--- config.mk ---
export PLATFORM = sky130hd
export DESIGN_NAME = password_lookup
export DESIGN_NICKNAME = d
export VERILOG_FILES = /design/src/rtl/password_lookup.sv
export SDC_FILE = /design/constraint.sdc
export NUM_CORES = 1
export LEC_CHECK = 0
export ABC_AREA = 1
export ABC_CLOCK_PERIOD_IN_PS = 3500
export CORE_AREA = 4 4 400 402
export DETAILED_ROUTE_END_ITERATION = 7
export DIE_AREA = 0 0 404 406
export REMOVE_ABC_BUFFERS = 1
export SKIP_LAST_GASP = 1
export SYNTH_ARGS = -nofsm -noshare
export SYNTH_HDL_FRONTEND = slang
export SYNTH_SLANG_ARGS = --single-unit
--- constraint.sdc ---
create_clock -name clk -period 3.5 [get_ports clk]
set_input_delay 0.525 -clock clk [delete_from_list [all_inputs] [get_ports clk]]
set_output_delay 0.525 -clock clk [all_outputs]
set_load 0.01 [all_outputs]
--- src/rtl/password_lookup.sv ---
// Read-side account lookup: scans the flash RAM for a requested account and
// hands the matching encrypted password to an external AES-128 decryption core.
module password_lookup #(
  parameter int unsigned ADDR_W = 4,
  parameter int unsigned DATA_W = 128
) (
  input  logic                  clk,
  input  logic                  rst,
  input  logic                  go,
  input  logic [DATA_W-1:0]     master_key,
  input  logic [DATA_W-1:0]     account,
  input  logic [ADDR_W-1:0]     max_address,
  input  logic [2*DATA_W-1:0]   data_flash,
  output logic [ADDR_W-1:0]     add_flash,
  output logic                  dec_start,
  output logic [DATA_W-1:0]     dec_key,
  output logic [DATA_W-1:0]     dec_in,
  input  logic                  dec_done,
  input  logic [DATA_W-1:0]     dec_out,
  output logic                  busy,
  output logic                  done,
  output logic                  found,
  output logic [DATA_W-1:0]     password
);

  typedef struct packed {
    logic [DATA_W-1:0] acct;
    logic [DATA_W-1:0] pw;
  } flash_word_t;

  typedef enum logic [2:0] {
    IDLE = 3'd0,
    READ = 3'd1,
    CMP  = 3'd2,
    DEC  = 3'd3,
    FIN  = 3'd4
  } state_t;

  state_t             state_q, state_d;
  flash_word_t        rd;
  logic [DATA_W-1:0]  acct_q, acct_d;
  logic [ADDR_W-1:0]  max_q, max_d;
  logic [ADDR_W-1:0]  add_d;
  logic               dec_start_d, busy_d, done_d, found_d;
  logic [DATA_W-1:0]  key_d, in_d, pw_d;
  logic               hit_c;

  assign rd = flash_word_t'(data_flash);

  // An all-zero account marks an empty slot and can never match.
  assign hit_c = (rd.acct == acct_q) && (acct_q != '0);

  // Next-state and next-output logic; every output is registered below.
  always_comb begin
    state_d     = state_q;
    acct_d      = acct_q;
    max_d       = max_q;
    add_d       = add_flash;
    dec_start_d = 1'b0;
    key_d       = dec_key;
    in_d        = dec_in;
    done_d      = 1'b0;
    found_d     = found;
    pw_d        = password;

    case (state_q)
      IDLE: begin
        if (go) begin
          acct_d  = account;
          key_d   = master_key;
          max_d   = max_address;
          add_d   = '0;
          found_d = 1'b0;
          pw_d    = '0;
          state_d = READ;
        end
      end
      READ: state_d = CMP;
      CMP: begin
        if (hit_c) begin
          in_d        = rd.pw;
          dec_start_d = 1'b1;
          state_d     = DEC;
        end else if (add_flash == max_q) begin
          found_d = 1'b0;
          pw_d    = '0;
          done_d  = 1'b1;
          state_d = FIN;
        end else begin
          add_d   = ADDR_W'(add_flash + 1'b1);
          state_d = READ;
        end
      end
      // dec_done may coincide with the dec_start cycle.
      DEC: begin
        if (dec_done) begin
          pw_d    = dec_out;
          found_d = 1'b1;
          done_d  = 1'b1;
          state_d = FIN;
        end
      end
      FIN:     state_d = IDLE;
      default: state_d = IDLE;
    endcase

    busy_d = (state_d != IDLE);
  end

  always_ff @(posedge clk) begin
    if (!rst) begin
      state_q   <= IDLE;
      acct_q    <= '0;
      max_q     <= '0;
      add_flash <= '0;
      dec_start <= 1'b0;
      dec_key   <= '0;
      dec_in    <= '0;
      busy      <= 1'b0;
      done      <= 1'b0;
      found     <= 1'b0;
      password  <= '0;
    end else begin
      state_q   <= state_d;
      acct_q    <= acct_d;
      max_q     <= max_d;
      add_flash <= add_d;
      dec_start <= dec_start_d;
      dec_key   <= key_d;
      dec_in    <= in_d;
      busy      <= busy_d;
      done      <= done_d;
      found     <= found_d;
      password  <= pw_d;
    end
  end

endmodule

# Word level (Yosys, flattened, before mapping)
# Index checks and enable logic that the tools add are counted.
[totals]
regBits = 527
in_bits = 648
output_inout_bits = 392
word_cells = 57
[classes]
add_sub_neg = 1
eq_ne = 10
mux = 24
reduce_logical = 11
[ops]
columns = ["op", "count"]
rows = [
  ["2-to-1 mux 128 bit", 4],
  ["case mux 128 bit (3 select lines)", 1],
  ["equality test 128 bit", 1],
  ["nonzero test 128 bit", 1],
  ["2-to-1 mux 3 bit", 4],
  ["2-to-1 mux 4 bit", 3],
  ["case mux 3 bit (4 select lines)", 1],
  ["!= test 2 bit, second input constant", 5],
  ["2-to-1 mux 1 bit", 8],
  ["case mux 4 bit (2 select lines)", 1],
  ["equality test 3 x 2 -> 1 bit, second input constant", 2],
  ["AND reduction 2 bit", 3],
  ["nonzero test 3 bit", 2],
  ["AND reduction 5 bit", 1],
  ["adder 4 x 1 -> 4 bit, second input constant", 1],
  ["equality test 4 bit", 1],
  ["AND reduction 4 bit", 1],
  ["equality test 3 x 1 -> 1 bit, second input constant", 1],
  ["logical NOT 3 bit", 1],
  ["case mux 1 bit (3 select lines)", 1],
  ["case mux 1 bit (2 select lines)", 1],
  ["nonzero test 2 bit", 1],
  ["logical AND 1 bit", 1],
]

# Depth between registers and ports, before layout
[logic_depth]
word_depth = 5
depth_mapped = 16
ltp_nobuf = 15

# Least setup slack after synthesis
# OpenSTA, ideal clock, no wires.
[synth_path]
kind = "input -> register"
start = "input port data_flash[163]"
end = "register dec_in[10]"
setup_ns = 0.128
arrival_ns = 1.782
required_time_ns = 3.372
slack_ns = 1.590
path_stages = 15
path_buffers = 2
cell_sequence = "inv_1 nand2_1 nand2_1 nor2_1 nand2_1 nor2_1 nand2_1 nor2_1 nand2_1 nor2_2 nand3_2 buf_2 clkbuf_1 o21ai_0 a21oi_1"
[synth_via]
elab_chain_cells = 3
[synth_rtl]
columns = ["element", "line", "text"]
rows = [
  ["start, declared", "13", "input logic [2*DATA_W-1:0] data_flash,"],
  ["equality test 128 bit", "51", "assign hit_c = (rd.acct == acct_q) && (acct_q != '0);"],
  ["logical AND 1 bit", "51", ""],
  ["AND reduction 2 bit (no line)", "--", ""],
  ["end signal, assigned", "130", "dec_in <= in_d;"],
  ["end, declared", "17", "output logic [DATA_W-1:0] dec_in,"],
]
# Every way passes these cells.
# A chain may end at the register's enable or synchronous reset.

# Worst setup path in the final report
[layout_path]
start = "register acct_q[38]"
end = "register dec_in[5]"
[layout_via]
elab_chain_cells = 3
elab_cells_between_ends = 4
classes_between = "eq/ne: 1; reduce/logical: 3"
[layout_rtl]
columns = ["element", "line", "text"]
rows = [
  ["start, declared", "41", "logic [DATA_W-1:0] acct_q, acct_d;"],
  ["start signal, assigned", "125", "acct_q <= acct_d;"],
  ["equality test 128 bit / nonzero test 128 bit (equally long branches)", "51", ""],
  ["logical AND 1 bit *", "51", ""],
  ["AND reduction 2 bit (no line) *", "--", ""],
]
# Mark *: on every way between the ends. The rest lies on a longest branch, timed or not.

==> impl_metrics.py <==
metrics = {
    "outcome": {
        "status": "finished clean",
    },
    "clock_tree": {
        "cts.clk_slew.worst_paths_ns": 0.06,
        "numCtsBuffers": 68,
        "cts_tree": "built",
        "clockBufferDepth": 3,
        "post_cts_buffers": 0,
        "cts.root.buffer_cell": "clkbuf_16",
        "htreeDepth": 3,
        "clk_latency_ns": 0.65,
        "hold_buffers": 0,
        "cts.repair.resized": 0,
        "cts_sinks": 527,
    },
    "worst_setup_path": {
        "cp.depth": 17,
        "cp.buffers_inverters": 5,
        "arrival_ns": 3.39,
        "setup.worst_path.end": "dec_in[5]$_SDFFE_PN0P_",
        "r2r-start": "acct_q[38]$_SDFFE_PN0P_",
        "crit_family": "simple AND/OR/NAND/NOR gates",
        "cp_cell_sequence": "inv_2 > nand2_1 > nand2_1 > nor2_1 > buf_4 > nand2_1 > nor2_1 > nand2_1 > nor2_1 > nand2_1 > nor2_2 > buf_12 > nand3_4 > buf_12 > buf_12 > o21ai_0 > a21oi_1",
        "r2r-end": "dec_in[5]$_SDFFE_PN0P_",
        "r2r_slack_ns": 0.64,
        "endpoint_kind": "flip-flop",
        "required_ns": 4.02,
        "cpPeakStageDelay_ns": 0.34,
        "r2r_cells": 17,
        "crit_fanout": 66,
        "crit_top_cell": "nand2_1",
        "worstSetupStartpoint": "acct_q[38]$_SDFFE_PN0P_",
        "critPathSlowestCell": "dfxtp_1",
        "crit_type": "flip-flop to flip-flop",
        "critPathLaunchType": "flip-flop",
    },
    "routing": {
        "vias": 22266,
        "drt_iter0_drc": 1368,
        "drt_pass1_iterations": 5,
        "vias_per_cell": 3.73,
        "antenna_left": 0,
        "drc": 0,
        "finalWirelength_um": 109000,
        "wl_per_cell_um": 18.3,
    },
    "placed_design": {
        "pre_cts_ws_ns": -0.0605,
        "place_inst": 5842,
        "finalWeightedCongestion": 0.889,
        "portBuffers": 1039,
        "dp_hpwl_um": 87700,
    },
    "yosys": {
        "synth.largest_area_cell": "dfxtp_1",
        "ys_types": 23,
        "syn_avg_cell_area_um2": 7.33,
        "synth_top_area_share_pct": 50.3,
        "yosysSeqAreaShare_pct": 50.3,
        "synth_warnings": 0,
        "synth_xor_area_share_pct": 1.71,
        "yosys-top-cells-area": "dfxtp_1 50%, a21oi_1 12%, nand2_1 9.7%, o21ai_0 9.3%, inv_1 8.2%",
        "yosys-mux-area-fraction_pct": 0,
        "synth-seq-cells": 527,
        "syn_inst": 2861,
        "synth-simple-area-share_pct": 14.0,
        "synth_fa_ha_area_share_pct": 0.0596,
        "synth_compound_area_share_pct": 21.7,
        "syn_area_um2": 21000,
        "synth_top_family_by_area": "compound AO/OA/AOI/OAI gates",
    },
    "timing": {
        "period_share_pct": 81.8,
        "worst_pin_slew_ns": 0.857,
        "fmax_mhz": 349,
        "maxSlewViolCount": 0,
        "min_period_ns": 2.86,
        "setup_violations": 0,
        "setup_ws_ns": 0.638,
        "grt_setup_unrepaired": "no",
        "clock_skew_ns": 0.0535,
        "fin_tns_setup_ns": 0,
        "slew-limit-headroom_pct": 42.4,
        "final-hold-violation-count": 0,
    },
    "final_layout": {
        "seqCellArea_um2": 10600,
        "stdcell_count": 5973,
        "utilization_pct": 23.2,
        "layout_commonest_cell": "clkdlybuf4s50_1",
        "drive_gt1_share_pct": 5.43,
        "area_growth_pct": 72.3,
        "multi_input_area_um2": 7900,
        "layout_common_cells": "1038 x clkdlybuf4s50_1, 542 x nand2_1, 527 x dfxtp_1, 521 x a21oi_1, 455 x inv_1",
        "fillers": 17135,
        "final_nets": 4503,
    },
    "grt": {
        "grt_start_max_net_pins": 89,
        "grt_remaining_overflow": 0,
        "grt_antenna_before_repair": 23,
        "grt_pass1_vias": 21871,
        "grt_pass1_wl_um": 149000,
        "grt_usage_pct": 12.5,
    },
    "power": {
        "seqPwrFrac_pct": 39.9,
        "peakVddDrop_v": 0.000275,
        "power_switching_mw": 4.50,
        "leakagePower_nw": 13.2,
        "p_int_mw": 11.9,
        "clkPwrFrac_pct": 43.3,
        "power.density_nw_per_um2": 454,
        "swShare_pct": 27.5,
        "power.total_mw": 16.4,
        "comb_power_share_pct": 16.8,
    },
    "floorplanning": {
        "fp.coreArea_um2": 156000,
        "boundaryPins": 1040,
        "initial_core_util_pct": 13.4,
        "die_h_um": 406,
        "die_w_um": 404,
        "die_area_um2": 164000,
        "fp-row-count": 145,
    },
    "hold_path": {
        "min_from": "rst",
        "hp-class": "primary input to flip-flop",
    },
    "flow_run": {
        "maxCapViolations": 0,
    },
}
worst min path at each step:
stage | endpoint | slack, ns | cells past startpoint
final | acct_q[17]$_SDFFE_PN0P_ | 0.36 | 3
after global routing | acct_q[16]$_SDFFE_PN0P_ | 0.35 | 3
after CTS | password[35]$_SDFFE_PN0P_ | 0.33 | 3
after detailed placement | dec_key[60]$_SDFFE_PN0P_ | 0.43 | 2
after global placement | dec_in[103]$_SDFFE_PN0P_ | 0.43 | 2
after floorplan | max_q[0]$_SDFFE_PN0P_ | 0.44 | 2
worst reg2reg max path: stages, from the launching register on:
cell,delay [ns]
dfxtp_1,0.34
inv_2,0.10
nand2_1,0.07
nand2_1,0.07
nor2_1,0.12
buf_4,0.15
nand2_1,0.16
nor2_1,0.15
nand2_1,0.16
nor2_1,0.14
nand2_1,0.08
nor2_2,0.18
buf_12,0.14
nand3_4,0.07
buf_12,0.20
buf_12,0.25
o21ai_0,0.31
a21oi_1,0.06
registers in the layout, summed over array words and instances (netlist names):
register and count:
max_q 4, state_q 3, found 1, done 1, acct_q 128, dec_key 128, password 128, dec_start 1
add_flash 4, busy 1, dec_in 128
per-stage QoR:
step / hold slack (ns) / instance area [um^2]
final: 0.359 / 36100
after global routing: 0.354 / 36100
after CTS: 0.331 / 36100
after detailed placement: 0.434 / 33900
after global placement: 0.429 / 33900
after floorplan: 0.436 / 20200
area by class of cell:
cell class	instances	share of cell area [%]
Clock inverter	27	0.900
Sequential cell	527	29.2
Tap cell	2058	7.12
Multi-Input combinational cell	1680	21.8
Antenna cell	10	0.0692
Clock buffer	94	5.31
Timing Repair Buffer	1096	30.6
Inverter	481	5.00
routing by layer:
layer | part of all wire, % | GRT usage (%) | routed length [um]
met5 | 0.28 | 0.862 | 304
met4 | 5.6 | 6.77 | 6090
met3 | 9.7 | 5.38 | 10600
met2 | 45 | 19.7 | 49300
met1 | 39 | 14.1 | 42700
cell usage after synthesis:
library cell  number
nand3b_1           1
xor2_1            11
nand3_2            2
nand3_1           22
nor2_1            93
dfxtp_1          527
a21oi_1          521
o21ai_0          389
inv_1            456
nand4_1           48
nor3_1             2
clkbuf_1         139
nor2_2             1
inv_2             24
buf_6              8
buf_1              9
clkinv_1           1
xnor2_1           30
ha_1               1
buf_2              8
nand2_1          542
buf_4              9
or2_2             17
kinds of logic (layout without fill, tap and decap cells):
logic type | Yosys count | in the layout
AO/OA/AOI/OAI | 910 | 910
other | 0 | 10
buffers and inverters | 654 | 1698
AND/OR/NAND/NOR | 728 | 728
flip-flops | 527 | 527
adder cells (fa/ha/maj) | 1 | 1
XOR/XNOR | 41 | 41
power groups by stage:
stage	Clock [mW]	Sequential, mW	Combinational, mW
floorplan	0	6.72	1.02
global placement	0	6.65	2.75
detailed placement	0	6.66	2.78
CTS	7.39	6.53	2.80
global route	7.59	6.57	3.02
finish	7.10	6.53	2.76
Power figures use the tool's default switching activity.
